`config.mk`:
```
export PLATFORM = sky130hd
export DESIGN_NAME = matrix_pixel_fetch
export DESIGN_NICKNAME = d
export VERILOG_FILES = /design/src/rtl/matrix_pixel_fetch_pkg.sv /design/src/rtl/matrix_pixel_fetch_bitplane_select.sv /design/src/rtl/matrix_pixel_fetch.sv
export SDC_FILE = /design/constraint.sdc
export NUM_CORES = 1
export LEC_CHECK = 0
export ABC_AREA = 1
export BUFFER_PORTS_ARGS = -buffer_cell sky130_fd_sc_hd__buf_4
export CAP_MARGIN = 15
export CORE_UTILIZATION = 25
export DETAILED_ROUTE_END_ITERATION = 7
export GPL_TIMING_DRIVEN = 0
export SLEW_MARGIN = 20
export SYNTH_ARGS = -nofsm -noshare
export SYNTH_HDL_FRONTEND = slang
export SYNTH_SLANG_ARGS = --single-unit
```
`constraint.sdc`:
```
create_clock -name clk_in -period 2.2 [get_ports clk_in]
set_input_delay 0.11 -clock clk_in [delete_from_list [all_inputs] [get_ports clk_in]]
set_output_delay 0.11 -clock clk_in [all_outputs]
set_load 0.03 [all_outputs]
```
`src/rtl/matrix_pixel_fetch_pkg.sv`:
```
// Shared constants, ram_data channel layout and swap FSM encoding for the
// matrix pixel fetch stage.
package matrix_pixel_fetch_pkg;

    localparam int COLOR_DEPTH = 6;
    localparam int ROW_BITS    = 4;
    localparam int COL_BITS    = 6;
    localparam int STAGES      = 2;

    // Channel slot within ram_data, in units of COLOR_DEPTH (top R is MSB).
    localparam int TOP_R = 5;
    localparam int TOP_G = 4;
    localparam int TOP_B = 3;
    localparam int BOT_R = 2;
    localparam int BOT_G = 1;
    localparam int BOT_B = 0;

    typedef enum logic [1:0] {
        IDLE  = 2'd0,
        ARMED = 2'd1,
        ACKED = 2'd2
    } swap_state_e;

endpackage

```
`src/rtl/matrix_pixel_fetch_bitplane_select.sv`:
```
// Reduces one RGB triple to a single bit per channel for the selected
// brightness plane(s).
module bitplane_select #(
    parameter int COLOR_DEPTH = matrix_pixel_fetch_pkg::COLOR_DEPTH
) (
    input  logic [2:0][COLOR_DEPTH-1:0] chan,
    input  logic [COLOR_DEPTH-1:0]      mask,
    output logic [2:0]                  rgb
);

    for (genvar c = 0; c < 3; c++) begin : g_chan
        assign rgb[c] = |(chan[c] & mask);
    end

endmodule

```
`src/rtl/matrix_pixel_fetch.sv`:
```
// Framebuffer read pipeline feeding the panel pins, plus the double-buffer
// bank select with a frame-boundary swap handshake.
module matrix_pixel_fetch #(
    parameter int COLOR_DEPTH = matrix_pixel_fetch_pkg::COLOR_DEPTH,
    parameter int ROW_BITS    = matrix_pixel_fetch_pkg::ROW_BITS,
    parameter int COL_BITS    = matrix_pixel_fetch_pkg::COL_BITS
) (
    input  logic                         clk_in,
    input  logic                         reset,
    input  logic                         pixel_load_en,
    input  logic [COL_BITS-1:0]          column_address,
    input  logic [ROW_BITS-1:0]          row_address,
    input  logic [COLOR_DEPTH-1:0]       brightness_mask,
    output logic [ROW_BITS+COL_BITS:0]   ram_addr,
    output logic                         ram_rd_en,
    input  logic [6*COLOR_DEPTH-1:0]     ram_data,
    output logic [2:0]                   rgb_top,
    output logic [2:0]                   rgb_bottom,
    output logic                         pixel_valid,
    input  logic                         swap_req,
    output logic                         swap_ack,
    output logic                         display_bank,
    output logic                         write_bank
);
    import matrix_pixel_fetch_pkg::*;

    logic [STAGES:1]                    vld_pipe;
    logic [COLOR_DEPTH-1:0]             mask_s1, mask_s2;
    logic [1:0][2:0][COLOR_DEPTH-1:0]   chan;
    logic [1:0][2:0]                    rgb_sel;
    swap_state_e                        swap_state;
    logic                               frame_boundary, swap_fire, bank_next;

    assign frame_boundary = (row_address == '0) && (&column_address)
                         && (brightness_mask == COLOR_DEPTH'(1));
    assign swap_fire      = (swap_state == ARMED) && swap_req
                         && pixel_load_en && frame_boundary;
    // The boundary strobe that triggers the swap already reads the new bank.
    assign bank_next      = display_bank ^ swap_fire;
    assign write_bank     = ~display_bank;

    assign chan[1] = {ram_data[TOP_R*COLOR_DEPTH +: COLOR_DEPTH],
                      ram_data[TOP_G*COLOR_DEPTH +: COLOR_DEPTH],
                      ram_data[TOP_B*COLOR_DEPTH +: COLOR_DEPTH]};
    assign chan[0] = {ram_data[BOT_R*COLOR_DEPTH +: COLOR_DEPTH],
                      ram_data[BOT_G*COLOR_DEPTH +: COLOR_DEPTH],
                      ram_data[BOT_B*COLOR_DEPTH +: COLOR_DEPTH]};

    for (genvar h = 0; h < 2; h++) begin : g_half
        bitplane_select #(.COLOR_DEPTH(COLOR_DEPTH)) u_bp (
            .chan (chan[h]),
            .mask (mask_s2),
            .rgb  (rgb_sel[h])
        );
    end

    always_ff @(posedge clk_in or negedge reset) begin
        if (!reset) begin
            ram_addr    <= '0;
            ram_rd_en   <= 1'b0;
            mask_s1     <= '0;
            mask_s2     <= '0;
            vld_pipe    <= '0;
            rgb_top     <= '0;
            rgb_bottom  <= '0;
            pixel_valid <= 1'b0;
        end else begin
            ram_rd_en <= pixel_load_en;
            if (pixel_load_en) begin
                ram_addr <= {bank_next, row_address, column_address};
                mask_s1  <= brightness_mask;
            end
            mask_s2     <= mask_s1;
            vld_pipe    <= {vld_pipe[STAGES-1:1], pixel_load_en};
            pixel_valid <= vld_pipe[STAGES];
            if (vld_pipe[STAGES]) begin
                rgb_top    <= rgb_sel[1];
                rgb_bottom <= rgb_sel[0];
            end
        end
    end

    always_ff @(posedge clk_in or negedge reset) begin
        if (!reset) begin
            swap_state   <= IDLE;
            swap_ack     <= 1'b0;
            display_bank <= 1'b0;
        end else begin
            swap_ack <= 1'b0;
            case (swap_state)
                IDLE:  if (swap_req) swap_state <= ARMED;
                ARMED: begin
                    if (!swap_req) begin
                        swap_state <= IDLE;
                    end else if (swap_fire) begin
                        swap_state   <= ACKED;
                        display_bank <= ~display_bank;
                        swap_ack     <= 1'b1;
                    end
                end
                // Stay here until the writer drops its request, so one request
                // never yields two swaps.
                ACKED: if (!swap_req) swap_state <= IDLE;
                default: swap_state <= IDLE;
            endcase
        end
    end

endmodule

```
; ---- Word-level counts from Yosys, hierarchy flattened
; Cells that the tools add are included.
[op_classes]
eq_ne = 6
reduce_logical = 16
bitwise_logic = 8
n_mux = 8
[ops]
columns = op, count
row1 = bitwise AND 6 bit, 6
row2 = OR reduction 6 bit, 6
row3 = two-way mux 2 bit, 4
row4 = equality test 6 x 1 -> 1 bit (second input constant), 1
row5 = case mux 2 bit (3 select lines), 1
row6 = AND reduction 3 bit, 2
row7 = AND reduction 6 bit, 1
row8 = logical AND 1 bit, 5
row9 = zero test 4 bit, 1
row10 = != test 2 bit (second input constant), 2
row11 = two-way mux 1 bit, 3
row12 = != test 3 bit (second input constant), 1
row13 = equality test 2 x 1 -> 1 bit (second input constant), 1
row14 = equality test 2 bit (second input constant), 1
row15 = zero test 2 bit, 1
row16 = inverter 1 bit, 1
row17 = bitwise XOR 1 bit, 1
[totals]
register_bits = 37
out_inout_bits = 22
elab_cells = 49
in_bits = 56

; ---- Longest topological paths before layout
; Gate-level depths: netlist (run 1).
[depth]
ltp_word = 7
depth_mapped = 9
ltp_nobuf = 8

; ---- By module
; Synthesis (run 1) repeated with hierarchy kept, for this count alone.
[unflattened]
cells_unflattened = 213
area_unflattened_um2 = 1655.3
[by_module_without_submodules]
columns = mod, cells_each, seq_area_each_um2, area_per_inst_um2, n_inst
row1 = matrix_pixel_fetch, 141, 900.9, 1385.1, 1
row2 = bitplane_select, 36, 0.0, 135.1, 2

; ---- Worst setup path after synthesis (run 1)
; No wires, ideal clock.
[synth_timing]
path_type = reg-to-reg
startpoint = register display_bank
endpoint = register display_bank
period_less_slack_ns = 1.109
slack_ns = 1.091
n_path_buf = 0
arrival_time_ns = 0.990
path_stages_with_launch = 4
required_ns = 2.081
setup_ns = 0.119
path_cell_list = dfrtp_1 > inv_1 > nand2_1 > and2_1
[synth_via]
elab_chain_cells = 1
[synth_lines]
columns = item, line_no
row1 = start: declaration, matrix_pixel_fetch.sv:22  ; output logic display_bank,
row2 = start signal: assignment, matrix_pixel_fetch.sv:97  ; display_bank <= ~display_bank;
row3 = inverter 1 bit, --
row4 = net write_bank, matrix_pixel_fetch.sv:23  ; output logic write_bank
; The timed path passes the listed nets, and every way through them passes these cells.
; A chain may end at the register's enable or synchronous reset.

; ---- Worst setup path after layout (run 1)
[layout_timing]
startpoint = input pixel_load_en
endpoint = register display_bank
[layout_via]
elab_chain_cells = 3
[layout_lines]
columns = item, line_no
row1 = start: declaration, matrix_pixel_fetch.sv:10  ; input logic pixel_load_en,
row2 = logical AND 1 bit (2 in a row), matrix_pixel_fetch.sv:37  ; && pixel_load_en && frame_boundary;
row3 = AND reduction 3 bit (no line), --
; No other way between the ends.

==> results of run 1 <==
-- routing by layer --
metal | track usage, % | part of all wire, %
met1 | 15.6 | 43
met2 | 22.2 | 46
met3 | 4.67 | 10
met4 | 3.68 | 0.35
met5 | 0 | 0
-- cells by family (layout without fill, tap and decap cells) --
family | after synthesis | count (layout) | share of synthesized area [%]
and+or+nand+nor | 89 | 89 | 26.0
DFF | 36 | 36 | 56.4
AOI/OAI and AO/OA | 30 | 30 | 12.1
buffers and inverters | 19 | 103 | 5.48
-- through the flow --
| step | util, % | cells | cell area, sq um | worst slack, ps | power [mW] |
|---|---|---|---|---|---|
| floorplan | - | 174 | 1600 | 1090 | 0.931 |
| global placement | 37.7 | 326 | 2270 | 1080 | 1.11 |
| detailed placement | 37.7 | 326 | 2270 | 1020 | 1.11 |
| CTS | 39.1 | 333 | 2360 | 904 | 1.55 |
| global route | 39.1 | 333 | 2360 | 803 | 1.60 |
| finish | 39.1 | 333 | 2360 | 896 | 1.52 |
-- flip-flops by register name (all words and copies together) (netlist names), 2 cells and up --
| register | cells |
|---|---|
| mask_s1 | 6 |
| mask_s2 | 6 |
| ram_addr | 11 |
| rgb_bottom | 3 |
| rgb_top | 3 |
| swap_state | 2 |
| vld_pipe | 2 |
-- critical path, delay by kind of cell --
kind          cells  cell delay [ps]
buf+inv           4              840
simple gates      5              520
-- power by group --
group | leakage, nW | switching, mW | internal [mW]
clock network | 0.0359 | 0.211 | 0.204
registers | 0.422 | 0.0444 | 0.718
logic | 0.741 | 0.180 | 0.158
total | 1.20 | 0.435 | 1.08
-- timing repair --
action                    CTS  global route
setup buffers               0             0
resized for setup           0             0
hold endpoints to repair   37             0
hold buffers                2             0
-- synthesized netlist by cell type --
cell type   n
or2_2       1
nor3_2      1
dfrtp_1    36
o31ai_1     1
nor2_1     14
a22o_1      5
nand2_4     1
nand3_1     6
o21ai_1     8
nor2_4      2
inv_2       1
nand2_1    55
buf_6       1
inv_6       1
a21oi_1    10
nand4_1     2
nor2_8      1
inv_1      13
and2_4      1
nand3_2     1
and2_1      1
nor2_2      2
buf_2       3
o22a_1      1
a221oi_1    5
nand2_2     1
-- worst paths after layout --
kind,from,depth (start not counted),end,slack (ps)
min in group asynchronous,reset,2,pixel_valid$_DFF_PN0_,340
max in group asynchronous,reset,2,mask_s2[3]$_DFF_PN0_,1530
worst min-delay path,brightness_mask[0],3,mask_s1[0]$_DFFE_PN0P_,40
worst min register to register,mask_s1[1]$_DFFE_PN0P_,0,mask_s2[1]$_DFF_PN0_,380
worst max register to register,vld_pipe[2]$_DFF_PN0_,4,rgb_top[1]$_DFFE_PN0P_,1040
worst max-delay path,pixel_load_en,9,display_bank$_DFFE_PN0P_,900
-- final cells by class --
cell class / instances / area share (%)
Multi-Input combinational cell: 119 / 25.8
Timing Repair Buffer: 79 / 25.4
Clock buffer: 5 / 2.92
Buffer: 4 / 1.11
Sequential cell: 36 / 38.2
Inverter: 15 / 2.60
Tap cell: 75 / 3.98
==> run_results.csv, run 1 <==
group,metric,value,unit
placed_design,io_buffers,77,
sta,rsz0062_at_grt,"false",
critical_path,cp_cell_sequence,"dlygate4sd3_1 -> buf_4 -> buf_6 -> inv_6 -> nor2_8 -> nand2_4 -> nor2_4 -> nand3_2 -> and2_1",
floorplan,num_io_pins,78,
sta,setup_viol_count_final,0,
finish,multi_input_area,609,sq um
global_routing,grt_pass1_vias,1452,
power,vdd_ir_drop_max,0.000275,V
global_routing,grt_pass1_wl,6520,um
yosys,yosys-top-cells-area,"dfrtp_1, nand2_1, nor2_1",
floorplan,die_y,81.9,um
placed_design,hpwl,3170,um
sta,drv_slew,0,
power,p_per_area,643,mW/mm^2
critical_path,crit_type,"primary input to register",
clock_network,cts_tree,"built",
routing,drt_pass1_iterations,4,
global_routing,grt_overflow,0,
routing,ant_nets,0,
routing,routedWlPerCell,12.7,um
sta,fin_tns_setup,0,ps
floorplan,die_area,0.00671,sq mm
clock_network,root_buffer,"clkbuf_8",
global_routing,antenna_found_initial,0,
clock_network,clock_sinks,36,
sta,tightest_slew,476,ps
global_routing,grt_max_degree,37,
yosys,synth_top_area_share,56.4,%
yosys,ys_types,26,
finish,fillers,631,
finish,area_growth,47.6,%
sta,hold_violations,0,
clock_network,insertion_delay,280,ps
yosys,synth_seq_area_share,56.4,%
floorplan,coreArea,0.00603,sq mm
critical_path,arrival,1470,ps
clock_network,clkSlewWorstSetupHoldPaths,60,ps
routing,drtIter0Drc,36,
critical_path,critPathRequiredTime,2370,ps
routing,wirelength,4240,um
sta,post-route-min-period,1300,ps
floorplan,die_w,81.9,um
yosys,syn_area,0.00160,sq mm
critical_path,slowest_stage,"dlygate4sd3_1",
critical_path,startpoint_type,"primary input",
floorplan,rows,28,
clock_network,numCtsBuffers,5,
routing,num_vias,1461,
yosys,synth_nets,230,
global_routing,grtUsageTotal,13.1,%
yosys,syn_inst,174,
finish,antenna_cells,0,
yosys,yosys_warnings,0,
critical_path,critical-path-max-stage-delay,530,ps
sta,skew,3.26,ps
yosys,syn_avg_cell_area,9.18,sq um
sta,relSlewSlack,68.3,%
routing,viasPerCell,4.39,
run_status,run_status,"completed",
clock_network,clk_path_buf_depth,2,
finish,mostFrequentLayoutCell,"buf_4",
yosys,ys_ff_latch,36,
sta,timing.final.crit_share,59.3,%
critical_path,critPathCaptureType,"register",
finish,seq_area,901,sq um
finish,nets,316,
flow_run,max-cap-violations,0,
placed_design,place_congestion,0.734,
finish,final_cell_mix,"buf_4, nand2_1, dfrtp_1, nor2_1, inv_1",
routing,drcViolationCount,0,
sta,holdWs,44.5,ps
clock_network,htree_levels,2,
min_path,hp-class,"primary input to register",
finish,drive_above_1_share,38.4,%
power,leakage,1.20,nW
critical_path,path_max_fanout,10,
yosys,yosys.area.top_type,"dfrtp_1",
sta,max_freq,0.767,GHz
floorplan,start_util,26.5,%
Power figures use the tool's default switching activity.
==> run 2, diff against run 1 <==
Clock period 2.2 ns to 1.28 ns, I/O delays scaled along.
==> run_results.csv, run 2 (same netlist as run 1, synthesis figures left out) <==
group,metric,value,unit
finish,drive_above_1_share,37.5,%
run_status,run_status,"completed",
critical_path,endpoint,"display_bank$_DFFE_PN0P_",
power,total_power,2.62,mW
clock_network,numCtsBuffers,5,
global_routing,grtUsageTotal,13.3,%
sta,relSlewSlack,68.3,%
power,leakage,1.22,nW
finish,multi_input_area,614,sq um
floorplan,die_area,0.00671,sq mm
finish,reg.largest.list,"ram_addr x11, mask_s1 x6, mask_s2 x6",
critical_path,reg2reg_depth,4,
global_routing,antenna_found_initial,0,
finish,final_cell_mix,"buf_4, nand2_1, dfrtp_1, nor2_1, inv_1",
floorplan,coreArea,0.00603,sq mm
global_routing,grt_overflow,0,
finish,fillers,622,
critical_path,startpoint,"row_address[2]",
sta,hold_violations,0,
finish,fin_area,0.00243,sq mm
routing,ant_nets,0,
placed_design,place_congestion,0.734,
finish,regMostFlops,"ram_addr",
floorplan,die_w,81.9,um
clock_network,root_buffer,"clkbuf_8",
finish,nets,322,
routing,viasPerCell,4.34,
global_routing,grt_pass1_wl,6610,um
global_routing,grt_max_degree,37,
sta,setup_viol_count_final,0,
sta,post-route-min-period,1190,ps
placed_design,hpwl,3170,um
clock_network,insertion_delay,280,ps
finish,fin_util,40.3,%
critical_path,crit_type,"primary input to register",
routing,routedWlPerCell,12.6,um
sta,skew,3.57,ps
routing,drcViolationCount,0,
floorplan,num_io_pins,78,
placed_design,placed_cells,326,
finish,antenna_cells,0,
critical_path,r2r-end,"rgb_top[1]$_DFFE_PN0P_",
power,p_per_area,1080,mW/mm^2
finish,largest_reg_flops,11,
sta,timing.final.crit_share,92.8,%
clock_network,clk_path_buf_depth,2,
placed_design,io_buffers,77,
finish,stdcell_count,339,
sta,fin_tns_setup,0,ps
power,vdd_ir_drop_max,0.000487,V
critical_path,rrSetupSlack,150,ps
routing,num_vias,1471,
routing,wirelength,4260,um
floorplan,die_y,81.9,um
routing,drtIter0Drc,36,
clock_network,post_cts_buffers,0,
global_routing,grt_pass1_vias,1464,
sta,drv_slew,0,
clock_network,clock_sinks,36,
critical_path,arrival,1410,ps
sta,tightest_slew,476,ps
clock_network,clkSlewWorstSetupHoldPaths,70,ps
critical_path,startpoint_type,"primary input",
floorplan,rows,28,
critical_path,path_max_fanout,3,
sta,rsz0062_at_grt,"false",
clock_network,cts_tree,"built",
placed_design,dpl_cell_area,0.00227,sq mm
critical_path,r2r_start,"vld_pipe[2]$_DFF_PN0_",
finish,seq_area,901,sq um
flow_run,max-cap-violations,0,
clock_network,htree_levels,2,
routing,drt_pass1_iterations,4,
floorplan,start_util,26.5,%
critical_path,critPathRequiredTime,1500,ps
finish,mostFrequentLayoutCell,"buf_4",
critical_path,critPathCaptureType,"register",
sta,max_freq,0.842,GHz
min_path,hp-class,"primary input to register",
finish,area_growth,52.0,%
[run 2: layer usage]
layer  part of all wire, %  track usage (%)
met1                    43             15.9
met2                    45             22.6
met3                    11             4.67
met4                  0.80             3.68
met5                     0                0
[run 2: stage by stage]
stage / setup slack (ps) / hold slack (ps)
3_5_place_dp: 98.4 / 60.8
3_3_place_gp: 164 / 54.1
6_report: 91.8 / 26.4
4_1_cts: 30.3 / 14.4
2_1_floorplan: 171 / -232
5_1_grt: 2.62 / 27.1
[run 2: worst min path at each step]
| stage | start | to | slack (ps) | cells after the start |
|---|---|---|---|---|
| 2_1_floorplan | reset | display_bank$_DFFE_PN0P_ | -230 | 0 |
| 3_3_place_gp | reset | pixel_valid$_DFF_PN0_ | 50 | 1 |
| 3_5_place_dp | reset | pixel_valid$_DFF_PN0_ | 60 | 1 |
| 4_1_cts | brightness_mask[1] | mask_s1[1]$_DFFE_PN0P_ | 10 | 3 |
| 5_1_grt | brightness_mask[1] | mask_s1[1]$_DFFE_PN0P_ | 30 | 3 |
| 6_report | brightness_mask[1] | mask_s1[1]$_DFFE_PN0P_ | 30 | 3 |
[run 2: area by class of cell]
type                       count  share of cell area, %
buffer                         3                  0.721
tap                           75                   3.86
multi-input combinational    119                   25.3
clock buffer                   5                   2.83
inverter                      15                   2.52
sequential                    36                   37.1
timing repair buffer          86                   27.7
[run 2: what timing repair did]
| action | 4_1_cts | 5_1_grt |
|---|---|---|
| hold buffers | 9 | 0 |
| endpoints found under the hold margin | 44 | 0 |
| resized for setup | 0 | 3 |
| endpoints found under the setup margin | 0 | 3 |
[run 2: critical path, stage by stage]
cell,delay (ps)
dlygate4sd3_1,540
buf_4,140
or2_2,270
nor2_2,120
nand3_2,80
nand2_1,70
and2_1,120
[run 2: power by group]
| part | leakage, nW | switching, mW | internal, mW |
|---|---|---|---|
| sequential | 0.422 | 0.0761 | 1.23 |
| clock | 0.0359 | 0.368 | 0.351 |
| combinational | 0.767 | 0.312 | 0.284 |
| total | 1.22 | 0.756 | 1.87 |
==> run 3, diff against run 2 <==
Settings changed: ABC_AREA 1 to default.
==> run_results.csv, run 3 <==
group,metric,value,unit
yosys,yosys_warnings,0,
yosys,syn_avg_cell_area,13.7,sq um
clock_network,cts_tree,"built",
critical_path,path_buf_inv,0,
finish,mostFrequentLayoutCell,"buf_4",
power,p_switching,0.762,mW
sta,final.setup.worst_slack,-75.6,ps
clock_network,insertion_delay,290,ps
global_routing,grtUsageTotal,12.9,%
yosys,synthAdderAreaFrac,0,%
critical_path,critPathRequiredTime,1490,ps
power,switching_share,26.6,%
yosys,syn_inst,108,
clock_network,clock_sinks,36,
clock_network,htree_levels,2,
global_routing,grt_max_degree,37,
global_routing,grt_pass1_wl,6150,um
finish,regMostFlops,"ram_addr",
sta,drv_slew,0,
finish,stdcell_count,267,
critical_path,startpoint_type,"register",
floorplan,num_io_pins,78,
placed_design,place_congestion,0.732,
yosys,ys_types,23,
power,clockPowerShare,34.3,%
yosys,syn_area,0.00148,sq mm
floorplan,die_w,78.9,um
critical_path,crit_type,"register to register",
power,combPwrFrac,19.7,%
flow_run,max-cap-violations,0,
floorplan,die_y,78.9,um
sta,timing.final.crit_share,106,%
clock_network,root_buffer,"clkbuf_8",
routing,num_vias,1267,
clock_network,numCtsBuffers,5,
routing,drt_pass1_iterations,4,
yosys,synth_seq_area_share,61.0,%
yosys,yosys-top-cells-count,"dfrtp_1, a22oi_1, mux2_2, nor2_1, a41oi_1",
clock_network,post_cts_buffers,0,
global_routing,antenna_found_initial,0,
critical_path,path_max_fanout,3,
finish,antenna_cells,0,
routing,drtIter0Drc,67,
placed_design,hpwl,3110,um
yosys,synth_top_family_by_area,"compound AO/OA/AOI/OAI gates",
yosys,async_reset_ff_share,100,%
critical_path,arrival,1560,ps
run_status,violations,"setup timing",
clock_network,clk_path_buf_depth,2,
finish,fin_util,40.8,%
min_path,hp-class,"primary input to register",
yosys,synth_flop_cell,"dfrtp_1",
routing,routedWlPerCell,14.9,um
power,leakage,1.04,nW
routing,drcViolationCount,0,
sta,relSlewSlack,70.0,%
sta,post-route-min-period,1360,ps
power,p_int,2.10,mW
routing,viasPerCell,4.75,
yosys,synthMostInstantiatedCell,"dfrtp_1",
finish,drive_above_1_share,54.9,%
sta,fin_tns_setup,-75.6,ps
run_status,run_status,"finished, violations left",
global_routing,grt_overflow,0,
power,p_per_area,1250,mW/mm^2
floorplan,start_util,26.3,%
critical_path,path_delay_family,"simple AND/OR/NAND/NOR gates",
sta,tightest_slew,449,ps
power,p_seq_share,46.0,%
finish,reg.largest.list,"ram_addr x11, mask_s1 x6, mask_s2 x6",
finish,area_growth,54.7,%
critical_path,critical-path-max-stage-delay,490,ps
sta,holdWs,25.2,ps
finish,fillers,561,
yosys,synthXorXnorAreaFrac,0,%
placed_design,placed_cells,257,
yosys,synthSimpleGateAreaFrac,11.9,%
global_routing,grt_pass1_vias,1300,
yosys,synth-edff-count,0,
critical_path,slowest_stage,"or4b_4",
yosys,synth_mux_area_share,12.2,%
routing,wirelength,3970,um
yosys,yosys.area.top_type,"dfrtp_1",
placed_design,io_buffers,77,
finish,final_cell_mix,"buf_4, dfrtp_1, a22oi_1, mux2_2, nor2_1",
critical_path,critPathCaptureType,"register",
clock_network,clkSlewWorstSetupHoldPaths,70,ps
sta,skew,4.64,ps
sta,rsz0062_at_grt,"true",
routing,ant_nets,0,
floorplan,die_area,0.00622,sq mm
sta,max_freq,0.738,GHz
yosys,yosys-top-cells-area,"dfrtp_1, mux2_2, a22oi_1",
sta,hold_violations,0,
sta,setup_viol_count_final,1,
floorplan,coreArea,0.00561,sq mm
power,vdd_ir_drop_max,0.000929,V
floorplan,rows,27,
yosys,synth_top_area_share,61.0,%
yosys,synth_compound_area_share,13.8,%
yosys,ys_ff_latch,36,
yosys,synth_nets,164,
critical_path,cp_cell_sequence,"or4b_4 -> nor3_4 -> nand3b_1 -> a31oi_1",
finish,largest_reg_flops,11,
finish,nets,250,
-- run 3: cell types whose count changed in the layout (fill, tap and decap cells not counted), sizes merged, moves of 7 or more --
cell / delta
inv: -14
a22oi: +18
nand2: -56
nor2: -12
dlygate4sd3: -7
mux2: +16
a21oi: -10
-- run 3: layout make-up --
| class | instances | area, sq um | share of cell area [%] |
|---|---|---|---|
| Timing Repair Buffer | 79 | 598 | 26.2 |
| Clock inverter | 2 | 35.0 | 1.53 |
| Inverter | 1 | 3.75 | 0.164 |
| Multi-Input combinational cell | 68 | 572 | 25.0 |
| Buffer | 3 | 13.8 | 0.602 |
| Clock buffer | 6 | 72.6 | 3.17 |
| Sequential cell | 36 | 901 | 39.4 |
| Tap cell | 72 | 90.1 | 3.94 |
-- run 3: path summary, 6_finish.rpt --
kind	start	endpoint	slack [ps]	depth (start not counted)
min	column_address[3]	ram_addr[3]$_DFFE_PN0P_	30	2
min reg2reg	mask_s1[4]$_DFFE_PN0P_	mask_s2[4]$_DFF_PN0_	370	0
max in group asynchronous	reset	mask_s1[0]$_DFFE_PN0P_	690	2
max	swap_state[0]$_DFFE_PN0P_	ram_addr[10]$_DFFE_PN0P_	-80	4
max reg2reg	swap_state[0]$_DFFE_PN0P_	ram_addr[10]$_DFFE_PN0P_	-80	4
min in group asynchronous	reset	ram_addr[0]$_DFFE_PN0P_	280	2
-- run 3: kinds of logic after synthesis --
| logic type | after synthesis |
|---|---|
| flip-flops | 36 |
| AO/OA/AOI/OAI | 27 |
| AND/OR/NAND/NOR | 25 |
| multiplexers | 16 |
| buffers and inverters | 4 |
-- run 3: per-layer routing --
layer  vias up  GRT usage [%]  part of all wire [%]
li1        593              -                     -
met1       600           15.3                    43
met2        71           20.6                    44
met3         3           7.13                    12
met4         0           2.73                  0.76
met5         -              0                     0
-- run 3: what timing repair did --
item / CTS / global route
cloned: 0 / 0
endpoints found under the hold margin: 37 / 0
resized for setup: 2 / 1
pin swaps: 0 / 3
hold buffers: 2 / 0
setup endpoints to repair: 2 / 2
-- run 3: per-stage QoR --
step	total power, mW	cell area [sq um]	setup slack (ps)
5_1_grt	3.01	2290	-130
4_1_cts	2.90	2280	-57.7
3_5_place_dp	1.91	2150	-62.8
2_1_floorplan	1.59	1480	38.1
3_3_place_gp	1.90	2150	-41.5
6_report	2.87	2290	-75.6
-- run 3: power groups by stage --
stage / clock network, mW / registers (mW) / logic [mW]
2_1_floorplan: 0 / 1.44 / 0.144
3_3_place_gp: 0 / 1.34 / 0.560
3_5_place_dp: 0 / 1.34 / 0.564
4_1_cts: 1.01 / 1.32 / 0.571
5_1_grt: 1.07 / 1.33 / 0.609
6_report: 0.984 / 1.32 / 0.564
